`config.mk`:
```
export PLATFORM = sky130hd
export DESIGN_NAME = ws2812_strip_ctrl_flat
export DESIGN_NICKNAME = d
export VERILOG_FILES = /design/src/rtl/ws2812_pkg.sv /design/src/rtl/ws2812_strip_ctrl_if.sv /design/src/rtl/ws2812_bit_timer.sv /design/src/rtl/ws2812_strip_ctrl.sv /design/src/flat_wrapper.sv
export SDC_FILE = /design/constraint.sdc
export NUM_CORES = 1
export LEC_CHECK = 0
export ABC_AREA = 1
export CAP_MARGIN = 30
export CELL_PAD_IN_SITES_DETAIL_PLACEMENT = 0
export CELL_PAD_IN_SITES_GLOBAL_PLACEMENT = 2
export CORE_MARGIN = 10
export CORE_UTILIZATION = 34
export DETAILED_ROUTE_END_ITERATION = 7
export DONT_BUFFER_PORTS = 1
export PLACE_DENSITY = 0.83
export SLEW_MARGIN = 5
export SYNTH_ARGS = -nofsm -noshare
export SYNTH_HDL_FRONTEND = slang
export SYNTH_SLANG_ARGS = --single-unit
```
`constraint.sdc`:
```
create_clock -name CLOCK_50 -period 2.55 [get_ports CLOCK_50]
set_input_delay 0.1275 -clock CLOCK_50 [delete_from_list [all_inputs] [get_ports CLOCK_50]]
set_output_delay 0.1275 -clock CLOCK_50 [all_outputs]
set_load 0.02 [all_outputs]
```
`src/rtl/ws2812_pkg.sv`:
```
// Shared constants, state encoding and sizing helpers for the WS2812B strip controller.
package ws2812_pkg;

    localparam int COLOR_W          = 24;
    localparam int T1H_DEF          = 40;
    localparam int T1L_DEF          = 20;
    localparam int T0H_DEF          = 20;
    localparam int T0L_DEF          = 40;
    localparam int RESET_CYCLES_DEF = 3000;

    typedef enum logic [2:0] {
        ST_IDLE   = 3'd0,
        ST_PRIME  = 3'd1,
        ST_LOAD   = 3'd2,
        ST_BIT_HI = 3'd3,
        ST_BIT_LO = 3'd4,
        ST_LATCH  = 3'd5
    } state_t;

    // Bits needed to hold values 0..max_val.
    function automatic int cnt_width(input int max_val);
        return (max_val < 2) ? 1 : $clog2(max_val + 1);
    endfunction

    function automatic int imax(input int a, input int b);
        return (a > b) ? a : b;
    endfunction

endpackage

```
`src/rtl/ws2812_strip_ctrl_if.sv`:
```
// Pixel-memory read port: strobe and address out, GRB word back one cycle later.
interface ws2812_strip_ctrl_if #(
    parameter int ADDR_W = 6
) ();
    import ws2812_pkg::*;

    logic                pix_rd;
    logic [ADDR_W-1:0]   pix_addr;
    logic [COLOR_W-1:0]  pix_data;

    modport master (
        output pix_rd,
        output pix_addr,
        input  pix_data
    );

    modport slave (
        input  pix_rd,
        input  pix_addr,
        output pix_data
    );

endinterface

```
`src/rtl/ws2812_bit_timer.sv`:
```
// One WS2812B bit cell: high phase then low phase, lengths chosen by the bit value.
// The counter restarts at zero on the cycle after bit_done, so consecutive bits abut.
module ws2812_bit_timer
    import ws2812_pkg::*;
#(
    parameter int T1H = T1H_DEF,
    parameter int T1L = T1L_DEF,
    parameter int T0H = T0H_DEF,
    parameter int T0L = T0L_DEF
) (
    input  logic clk,
    input  logic rst,
    input  logic i_go,
    input  logic i_bit,
    output logic o_level,
    output logic o_hi_end,
    output logic o_bit_done
);

    localparam int CNT_W = cnt_width(imax(T1H + T1L, T0H + T0L));

    logic [CNT_W-1:0] r_cnt;
    logic [CNT_W-1:0] w_hi_len;
    logic [CNT_W-1:0] w_bit_len;

    // Phase lengths for the current bit and the derived line level / phase-end flags.
    always_comb begin
        w_hi_len   = i_bit ? CNT_W'(T1H) : CNT_W'(T0H);
        w_bit_len  = i_bit ? CNT_W'(T1H + T1L) : CNT_W'(T0H + T0L);
        o_level    = i_go && (r_cnt < w_hi_len);
        o_hi_end   = i_go && (r_cnt == w_hi_len - CNT_W'(1));
        o_bit_done = i_go && (r_cnt == w_bit_len - CNT_W'(1));
    end

    // Cycle counter within the bit cell; idles at zero when not driving bits.
    always_ff @(posedge clk or posedge rst) begin
        if (rst) begin
            r_cnt <= '0;
        end else if (!i_go || o_bit_done) begin
            r_cnt <= '0;
        end else begin
            r_cnt <= r_cnt + CNT_W'(1);
        end
    end

endmodule

```
`src/rtl/ws2812_strip_ctrl.sv`:
```
// WS2812B frame scheduler: fetches one GRB word per LED, shifts it out MSB-first,
// prefetches the next word during bit 23, then holds the line low for the latch time.
module ws2812_strip_ctrl
    import ws2812_pkg::*;
#(
    parameter int MAX_LEDS     = 64,
    parameter int ADDR_W       = 6,
    parameter int T1H          = T1H_DEF,
    parameter int T1L          = T1L_DEF,
    parameter int T0H          = T0H_DEF,
    parameter int T0L          = T0L_DEF,
    parameter int RESET_CYCLES = RESET_CYCLES_DEF
) (
    input  logic                    CLOCK_50,
    input  logic                    reset,
    input  logic                    start,
    input  logic [ADDR_W:0]         num_leds,
    ws2812_strip_ctrl_if.master     pix,
    output logic                    busy,
    output logic                    done,
    output logic                    out
);

    localparam int LAT_W = cnt_width(imax(RESET_CYCLES, imax(T1H + T1L, T0H + T0L)));
    localparam logic [ADDR_W:0] MAX_N    = (ADDR_W + 1)'(MAX_LEDS);
    localparam logic [4:0]      BIT_MSB  = 5'(COLOR_W - 1);

    state_t               r_state;
    state_t               w_next;
    logic [ADDR_W:0]      r_n;
    logic [ADDR_W-1:0]    r_pix;
    logic [4:0]           r_bit;
    logic [COLOR_W-1:0]   r_sr;
    logic [COLOR_W-1:0]   r_next_pix;
    logic                 r_first;
    logic                 r_pf_cap;
    logic                 r_done;
    logic [LAT_W-1:0]     r_lat;

    logic                 w_go;
    logic                 w_level;
    logic                 w_hi_end;
    logic                 w_bit_done;
    logic [ADDR_W:0]      w_pix_inc;
    logic                 w_more;
    logic                 w_accept;
    logic                 w_pf;
    logic                 w_last_bit;
    logic                 w_lat_end;

    ws2812_bit_timer #(
        .T1H (T1H),
        .T1L (T1L),
        .T0H (T0H),
        .T0L (T0L)
    ) u_bit_timer (
        .clk        (CLOCK_50),
        .rst        (reset),
        .i_go       (w_go),
        .i_bit      (r_sr[COLOR_W-1]),
        .o_level    (w_level),
        .o_hi_end   (w_hi_end),
        .o_bit_done (w_bit_done)
    );

    // Shared decode of the current state and indices.
    always_comb begin
        w_go       = (r_state == ST_BIT_HI) || (r_state == ST_BIT_LO);
        w_pix_inc  = {1'b0, r_pix} + (ADDR_W + 1)'(1);
        w_more     = w_pix_inc < r_n;
        w_accept   = (r_state == ST_IDLE) && start && (num_leds != '0) && !r_done;
        // Prefetch fires only on the first cycle of bit 23, hence r_first.
        w_pf       = (r_state == ST_BIT_HI) && r_first && w_more;
        w_last_bit = (r_bit == '0);
        w_lat_end  = (r_state == ST_LATCH) && (r_lat == LAT_W'(RESET_CYCLES - 1));
    end

    // Output drive: all outputs decode registered state, so reset clears them at once.
    always_comb begin
        pix.pix_rd   = (r_state == ST_PRIME) || w_pf;
        pix.pix_addr = w_pf ? w_pix_inc[ADDR_W-1:0] : '0;
        busy         = (r_state != ST_IDLE);
        done         = r_done;
        out          = w_level;
    end

    // Next-state logic.
    always_comb begin
        w_next = r_state;
        case (r_state)
            ST_IDLE:   if (w_accept) w_next = ST_PRIME;
            ST_PRIME:  w_next = ST_LOAD;
            ST_LOAD:   w_next = ST_BIT_HI;
            ST_BIT_HI: if (w_hi_end) w_next = ST_BIT_LO;
            ST_BIT_LO: begin
                if (w_bit_done) begin
                    if (!w_last_bit || w_more) w_next = ST_BIT_HI;
                    else                       w_next = ST_LATCH;
                end
            end
            ST_LATCH:  if (w_lat_end) w_next = ST_IDLE;
            default:   w_next = ST_IDLE;
        endcase
    end

    // State register.
    always_ff @(posedge CLOCK_50 or posedge reset) begin
        if (reset) r_state <= ST_IDLE;
        else       r_state <= w_next;
    end

    // Frame length latch, shift register, pixel/bit indices and prefetch capture.
    always_ff @(posedge CLOCK_50 or posedge reset) begin
        if (reset) begin
            r_n        <= '0;
            r_pix      <= '0;
            r_bit      <= '0;
            r_sr       <= '0;
            r_next_pix <= '0;
            r_first    <= 1'b0;
            r_pf_cap   <= 1'b0;
        end else begin
            r_first  <= 1'b0;
            r_pf_cap <= w_pf;
            if (w_accept) r_n <= (num_leds > MAX_N) ? MAX_N : num_leds;
            if (r_pf_cap) r_next_pix <= pix.pix_data;
            case (r_state)
                ST_LOAD: begin
                    r_sr    <= pix.pix_data;
                    r_bit   <= BIT_MSB;
                    r_pix   <= '0;
                    r_first <= 1'b1;
                end
                ST_BIT_LO: begin
                    if (w_bit_done) begin
                        if (!w_last_bit) begin
                            r_sr  <= {r_sr[COLOR_W-2:0], 1'b0};
                            r_bit <= r_bit - 5'd1;
                        end else if (w_more) begin
                            r_sr    <= r_next_pix;
                            r_bit   <= BIT_MSB;
                            r_pix   <= w_pix_inc[ADDR_W-1:0];
                            r_first <= 1'b1;
                        end
                    end
                end
                default: ;
            endcase
        end
    end

    // Latch interval counter and the one-cycle done pulse that follows it.
    always_ff @(posedge CLOCK_50 or posedge reset) begin
        if (reset) begin
            r_lat  <= '0;
            r_done <= 1'b0;
        end else begin
            r_done <= w_lat_end;
            if ((r_state == ST_LATCH) && !w_lat_end) r_lat <= r_lat + LAT_W'(1);
            else                                     r_lat <= '0;
        end
    end

endmodule

```
`src/flat_wrapper.sv`:
```
// flat-port wrapper written by rule: the top's interface ports become plain ports
module ws2812_strip_ctrl_flat import ws2812_pkg::*;
#(
    parameter int MAX_LEDS     = 64,
    parameter int ADDR_W       = 6,
    parameter int T1H          = T1H_DEF,
    parameter int T1L          = T1L_DEF,
    parameter int T0H          = T0H_DEF,
    parameter int T0L          = T0L_DEF,
    parameter int RESET_CYCLES = RESET_CYCLES_DEF
)
  (CLOCK_50, reset, start, num_leds, busy, done, out, pix_pix_rd, pix_pix_addr, pix_pix_data);
  ws2812_strip_ctrl_if #(.ADDR_W(ADDR_W)) pix_i ();
  input  logic CLOCK_50;
  input  logic reset;
  input  logic start;
  input  logic [ADDR_W:0] num_leds;
  output logic busy;
  output logic done;
  output logic out;
  output wire logic [$bits(pix_i.pix_rd)-1:0] pix_pix_rd;
  output wire logic [$bits(pix_i.pix_addr)-1:0] pix_pix_addr;
  input wire logic [$bits(pix_i.pix_data)-1:0] pix_pix_data;
  assign pix_pix_rd = pix_i.pix_rd;
  assign pix_pix_addr = pix_i.pix_addr;
  assign pix_i.pix_data = pix_pix_data;
  ws2812_strip_ctrl #(.MAX_LEDS(MAX_LEDS), .ADDR_W(ADDR_W), .T1H(T1H), .T1L(T1L), .T0H(T0H), .T0L(T0L), .RESET_CYCLES(RESET_CYCLES)) u_core (.CLOCK_50(CLOCK_50), .reset(reset), .start(start), .num_leds(num_leds), .pix(pix_i), .busy(busy), .done(done), .out(out));
endmodule
```
==> flow_summary.ini, run 1 <==
[status]
status = finished clean

[die]
die_h_microns = 138
start_util_pct = 35.1
rows = 42
fp.dieW_microns = 138
dieArea_sq_um = 18900
core_area_sq_um = 13400
ioPinCount = 44

[logic_synthesis]
synth_nets = 634
yosys.area_share.adder_pct = 3.72
synth_top_family_by_area = simple AND/OR/NAND/NOR gates
synth_edf_count = 0
postSynth.asyncResetShare_pct = 100
synthCells = 586
syn_area_per_cell_sq_um = 8.03
ys.flop_type = dfrtp_1
synth-seq-cells = 90
syn_area_sq_um = 4710
synth_top_area_share_pct = 47.9
synthDistinctLibCells = 32
synth_warnings = 0
synth.area.mux_share_pct = 5.74
synth-simple-area-share_pct = 32.0
synth_compound_area_share_pct = 3.00
synthXorXnorAreaFrac_pct = 1.49
synth_area_leaders = dfrtp_1 48%, nand2_1 16%, nand3_1 8.5%
yosysSeqAreaShare_pct = 47.9
synth_area_leader_cell = dfrtp_1

[worst_hold_path]
hold_depth = 3
holdPathEnd = u_core.r_n[3]$_DFFE_PP0P_
holdCritStartpoint = num_leds[6]
hp-class = in2reg

[critical_path]
worstPathArrival_ps = 2410
cp_max_fo = 8
worst-setup-path-type = reg2out
worstPathRequired_ps = 2420
critPathCaptureType = output port
slowest_delay_ps = 440
crit_slowest_cell = dfrtp_1
path_cells = ha_4 -> nand3_4 -> xor2_4 -> inv_2 -> ha_4 -> nand2_1 -> nand2_1 -> a21oi_2 -> nand2_2 -> inv_2 -> nand3_4 -> nor2_2 -> buf_6
cp-start-kind = flop
cp_top_family = simple AND/OR/NAND/NOR gates
r2r_start = u_core.r_pix[0]$_DFFE_PP0P_
cp_num_buf_inv = 3
r2r_setup_slack_ps = 270
critical_path_depth = 13
rr_worst_depth = 15
reg2reg_to = u_core.r_state[2]$_DFFE_PP0P_

[clock_network]
clock_latency_ps = 340
clkTransAtPathRegs_ps = 60
clock_sinks = 90
clockBufferDepth = 2
h-tree-depth = 3
cts_buffers = 9
tritoncts = built
clockRootBuffer = clkbuf_16

[final_layout]
area_growth_syn_to_layout_pct = 25.3
fillers = 1316
drive_above_1_share_pct = 17.0
antenna_cells = 0
final_util_pct = 44.0
nNetsFinal = 686
layout.cells.non_filler = 819

[route]
drtIter0Drc = 209
vias_per_cell = 4.83
drt-pass1-iter-count = 4
wirelength_microns = 11200
post-route-drc-count = 0
vias = 3956
ant_nets = 0
avgRoutedWirePerCell_microns = 13.6

[timing]
worst_slew_pin_slew_ps = 500
fmax_mhz = 394
setup_violations = 0
relSlewSlack_pct = 66.4
maxSlewViolCount = 0
layout_min_cycle_time_ps = 2540
whs_ps = 20.1
post-route-period-util_pct = 99.5
clock_skew_ps = 9.66
rsz0062_at_grt = true
worst_slack_ps = 11.6
hold_viol = 0

[global_route]
grt_usage_pct = 12.1
grt_pass1_vias = 3862
grt_antenna_before_repair = 0
grt-ovfl-total = 0
grt_pass1_wl_microns = 18500
grt_max_degree = 48

[run]
cap_viol_max_count = 0

[pwr]
p_leak_nw = 2.78
ir_drop_mv = 0.466
power.density_nw_per_um2 = 910

[placed_design]
gp_congestion = 0.805
io_buffers = 0
numPlacedInstances = 760
place_hpwl_microns = 7370
dp_slack_ps = 135
[through the flow]
stage | power [mW] | TNS (ps) | instance area, sq um
2_1_floorplan | 3.55 | 0 | 4710
3_3_place_gp | 3.88 | 0 | 4960
3_5_place_dp | 3.95 | 0 | 4990
4_1_cts | 5.35 | 0 | 5670
5_1_grt | 5.79 | -883 | 5890
6_report | 5.36 | 0 | 5890
[flip-flops by register name, indices dropped and copies added, names as in the netlist]
name / cells
u_core.r_state: 3
u_core.r_n: 7
u_core.r_next_pix: 24
u_core.r_bit: 5
u_core.r_pix: 6
u_core.r_first: 1
u_core.r_lat: 12
u_core.u_bit_timer.r_cnt: 6
u_core.r_pf_cap: 1
u_core.r_sr: 24
u_core.done: 1
[layout make-up]
| type | instances | area [sq um] | share of cell area (%) |
|---|---|---|---|
| Timing Repair Buffer | 62 | 601 | 10.2 |
| Tap cell | 176 | 220 | 3.74 |
| Clock buffer | 13 | 260 | 4.42 |
| Inverter | 47 | 180 | 3.06 |
| Clock inverter | 3 | 23.8 | 0.403 |
| Sequential cell | 90 | 2250 | 38.2 |
| Multi-Input combinational cell | 428 | 2360 | 40.0 |
[cells in the mapped netlist, types with 6 or more instances]
cell      count
nor3_1        7
nor2_1       48
buf_2         8
nand2_1     204
mux2_2       24
a21oi_1       9
o21ai_0      10
nor3b_1       6
inv_1        42
clkbuf_1      9
dfrtp_1      90
ha_1         14
xor2_1        8
nand3_1      80
[worst max path at each step]
stage,startpoint,endpoint,slack (ps)
finish,u_core.r_pix[0]$_DFFE_PP0P_,pix_pix_addr[5],10
global route,u_core.r_pix[0]$_DFFE_PP0P_,pix_pix_addr[5],-140
CTS,u_core.r_pix[0]$_DFFE_PP0P_,pix_pix_addr[4],8
detailed placement,u_core.r_pix[0]$_DFFE_PP0P_,pix_pix_addr[5],140
global placement,u_core.r_pix[0]$_DFFE_PP0P_,pix_pix_addr[0],190
floorplan,reset,u_core.done$_DFF_PP0_,90
[power by group]
part / switching [mW] / total (mW) / internal (mW)
combinational: 1.09 / 1.85 / 0.765
sequential: 0.289 / 2.24 / 1.95
clock: 0.554 / 1.27 / 0.717
[kinds of logic after synthesis]
kind of cell               count (synthesis)
muxes                                     24
xor gates and xnor gates                   8
buffers and inverters                     68
DFF                                       90
AOI/OAI and AO/OA                         26
adders and majority gates                 14
and+or+nand+nor                          356
[worst reg2reg max path, delay by kind of cell (launching register included)]
family / cells / cell delay, ps
buf+inv: 3 / 440
simple gates: 8 / 580
compound gates: 1 / 140
flops: 1 / 440
xor+xnor: 1 / 180
fa+ha+maj: 2 / 380
[layer usage]
layer  vias to the layer above  GRT usage (%)  wire length, microns
met5                         -              0                     0
li1                       1980              -                     -
met2                        78           20.1                  5530
met4                         0           5.44                   227
met3                        15           2.15                   434
met1                      1883           14.9                  4980
[cell usage in the layout (no fill, tap or decap), drive strengths merged]
cell type	instances
nand2	205
dfrtp	90
nand3	81
nor2	50
inv	46
dlygate4sd3	32
buf	30
mux2	24
ha	14
clkbuf	13
o21ai	12
a21oi	10
xor2	8
nor3	7
nor3b	6
nand4	2
and3	2
clkinvlp	2
clkinv	2
and2	1
o22ai	1
o21a	1
a31oi	1
nor4	1
nand3b	1
a211oi	1
[what timing repair did]
item | in CTS | in global routing
gates resized for setup | 7 | 41
pin swaps | 2 | 15
hold endpoints to repair | 121 | 0
setup buffers | 7 | 4
endpoints found under the setup margin | 7 | 37
hold buffers | 32 | 0
Note: power is estimated with default switching activity, not from simulation.
==> inputs of run 2 (changes only) <==
Settings changed: SYNTH_HIERARCHICAL set to 1.
==> run 2 against run 1 <==
Compared with the run above:
- cell count rose by 3.3%
- flip-flop and latch count did not move
- via count rose by 2.8%
- die area rose by 2.6%
- critical path depth fell by 3
- first-iteration DRC count fell by 27%
- register-to-register slack got worse by 140 ps
- synthesized area rose by 3.0%
- hold slack improved by 5.8 ps
- clock power rose by 8%
- critical path type unchanged
- largest cell class unchanged
- largest power group unchanged
- highest routed layer unchanged
==> flow_summary.ini, run 2 <==
[die]
start_util_pct = 34.8
rows = 43
ioPinCount = 44
dieArea_sq_um = 19400
fp.dieW_microns = 139
core_area_sq_um = 13900
die_h_microns = 139

[logic_synthesis]
synth_area_leaders = dfrtp_1 46%, nand2_1 15%, nand3_1 10%
synth_warnings = 6
ys.flop_type = dfrtp_1
synth_top_area_share_pct = 46.5
synth.area.mux_share_pct = 5.58
synth_nets = 654
syn_area_sq_um = 4850
synth-simple-area-share_pct = 33.7
syn_area_per_cell_sq_um = 8.00
postSynth.asyncResetShare_pct = 100
yosys.area_share.adder_pct = 3.61
ys_top_cells_by_count = 190 x nand2_1, 101 x nand3_1, 90 x dfrtp_1
yosysSeqAreaShare_pct = 46.5
synthCells = 606
synth.most_common_cell = nand2_1
synthXorXnorAreaFrac_pct = 1.99
synthDistinctLibCells = 30
synth_edf_count = 0
synth-seq-cells = 90
synth_area_leader_cell = dfrtp_1
synth_compound_area_share_pct = 2.09
synth_top_family_by_area = simple AND/OR/NAND/NOR gates

[placed_design]
dp_slack_ps = 240
numPlacedInstances = 785
place_hpwl_microns = 7860
placed_cell_area_sq_um = 5120
io_buffers = 0
gp_congestion = 0.797

[route]
vias = 4067
drtIter0Drc = 152
wl_met2_microns = 5580
wl_met1_microns = 5420
vias_per_cell = 4.81
wl_met3_microns = 539
maxUsedRoutingLayer = met4
wirelength_microns = 11800
ant_nets = 0
avgRoutedWirePerCell_microns = 13.9
post-route-drc-count = 0
drt-pass1-iter-count = 6

[pwr]
p_seq_share_pct = 39.5
fin_total_pwr_mw = 5.43
clock_power_share_pct = 25.2
ir_drop_mv = 0.325
swShare_pct = 38.0
share_comb_of_total_power_pct = 35.4
p_int_mw = 3.36
power.density_nw_per_um2 = 899
p_sw_mw = 2.06
p_leak_nw = 2.94

[critical_path]
r2r_start = u_core/r_pix[1]$_DFFE_PP0P_
cp_max_fo = 8
worstPathArrival_ps = 2360
setup.worst_path.start = u_core/r_pix[1]$_DFFE_PP0P_
critPathCaptureType = output port
cp-start-kind = flop
worst-setup-path-type = reg2out
worstPathRequired_ps = 2420

[worst_hold_path]
holdCritStartpoint = pix_pix_data[15]
hp-class = in2reg

[final_layout]
top_regs = u_core/r_next_pix (24), u_core/r_sr (24), u_core/r_lat (12)
fin_area_sq_um = 6040
drive_above_1_share_pct = 16.8
fillers = 1372
register_area_sq_um = 2260
final_cell_mix = 189 x nand2_1, 98 x nand3_1, 86 x dfrtp_1
antenna_cells = 0
area_growth_syn_to_layout_pct = 24.6
layout.cells.non_filler = 846
final_util_pct = 43.3
nNetsFinal = 709
multiInputGateArea_sq_um = 2430
layout_commonest_cell = nand2_1

[status]
status = finished clean

[global_route]
grt_antenna_before_repair = 0
grt_max_degree = 47
grt_usage_pct = 12.1
grt_pass1_vias = 4081
grt_pass1_wl_microns = 19600
grt-ovfl-total = 0

[timing]
worst_slew_pin_slew_ps = 837
clock_skew_ps = 9.61
hold_viol = 0
finalSetupTns_ps = 0
whs_ps = 26.0
fmax_mhz = 402
post-route-period-util_pct = 97.6
worst_slack_ps = 62.3
setup_violations = 0
relSlewSlack_pct = 44.1
layout_min_cycle_time_ps = 2490
maxSlewViolCount = 0

[clock_network]
clkTransAtPathRegs_ps = 70
clock_latency_ps = 360
clockBufferDepth = 2
tritoncts = built
h-tree-depth = 3
clock_sinks = 90
clockRootBuffer = clkbuf_16
cts_buffers = 9

[run]
cap_viol_max_count = 0
==> run 2: path summary, 6_finish.rpt <==
| path | end | slack [ps] | depth (start not counted) |
|---|---|---|---|
| worst max-delay path | pix_pix_rd | 60 | 10 |
| worst min-delay path | u_core/r_sr[15]$_DFFE_PP0P_ | 30 | 4 |
| worst max register to register | u_core/r_sr[17]$_DFFE_PP0P_ | 130 | 15 |
| worst min register to register | u_core/r_lat[0]$_DFF_PP0_ | 470 | 1 |
| max in group asynchronous | u_core/r_pix[1]$_DFFE_PP0P_ | 1450 | 3 |
| min in group asynchronous | u_core/u_bit_timer/r_cnt[5]$_DFF_PP0_ | 170 | 2 |
==> run 2: cell type report <==
class                   count  share of cell area (%)
multi-input cells         443                    40.3
flip-flops and latches     90                    37.4
repair buffers             67                    10.4
clock buffers               9                    3.73
well taps                 180                    3.73
inverters                  50                    3.13
clock inverters             7                    1.31
==> run 2: cell families after synthesis <==
family | count (synthesis)
buf+inv | 73
simple gates | 377
flops | 90
fa+ha+maj | 14
xor+xnor | 11
mux | 24
compound gates | 17
==> run 2: timing repair <==
item / in CTS / in global routing
resized for setup: 3 / 36
endpoints found under the hold margin: 82 / 0
setup endpoints to repair: 7 / 43
hold buffers: 32 / 0
setup buffers: 2 / 11
pin swaps: 2 / 13
==> run 2: worst max-delay path, stage by stage, from the launching register on <==
cell	delay, ps
dfrtp_2	450
ha_4	200
nand3_4	100
xor2_2	160
inv_1	90
ha_4	270
nand2_1	50
a21oi_1	230
nor2_4	70
nand3_4	170
nand2_1	210
==> run 2: power by group through the flow <==
stage	clock network [mW]	registers, mW	logic [mW]
global placement	0	2.15	1.79
CTS	1.42	2.14	1.90
detailed placement	0	2.16	1.84
finish	1.37	2.14	1.92
global route	1.48	2.19	2.23
floorplan	0	2.10	1.49
==> run 2: metal layers <==
layer / track usage [%] / vias to the layer above
met2: 19.1 / 67
met5: 0 / -
met3: 3.71 / 14
li1: - / 2059
met4: 4.50 / 0
met1: 15.1 / 1927
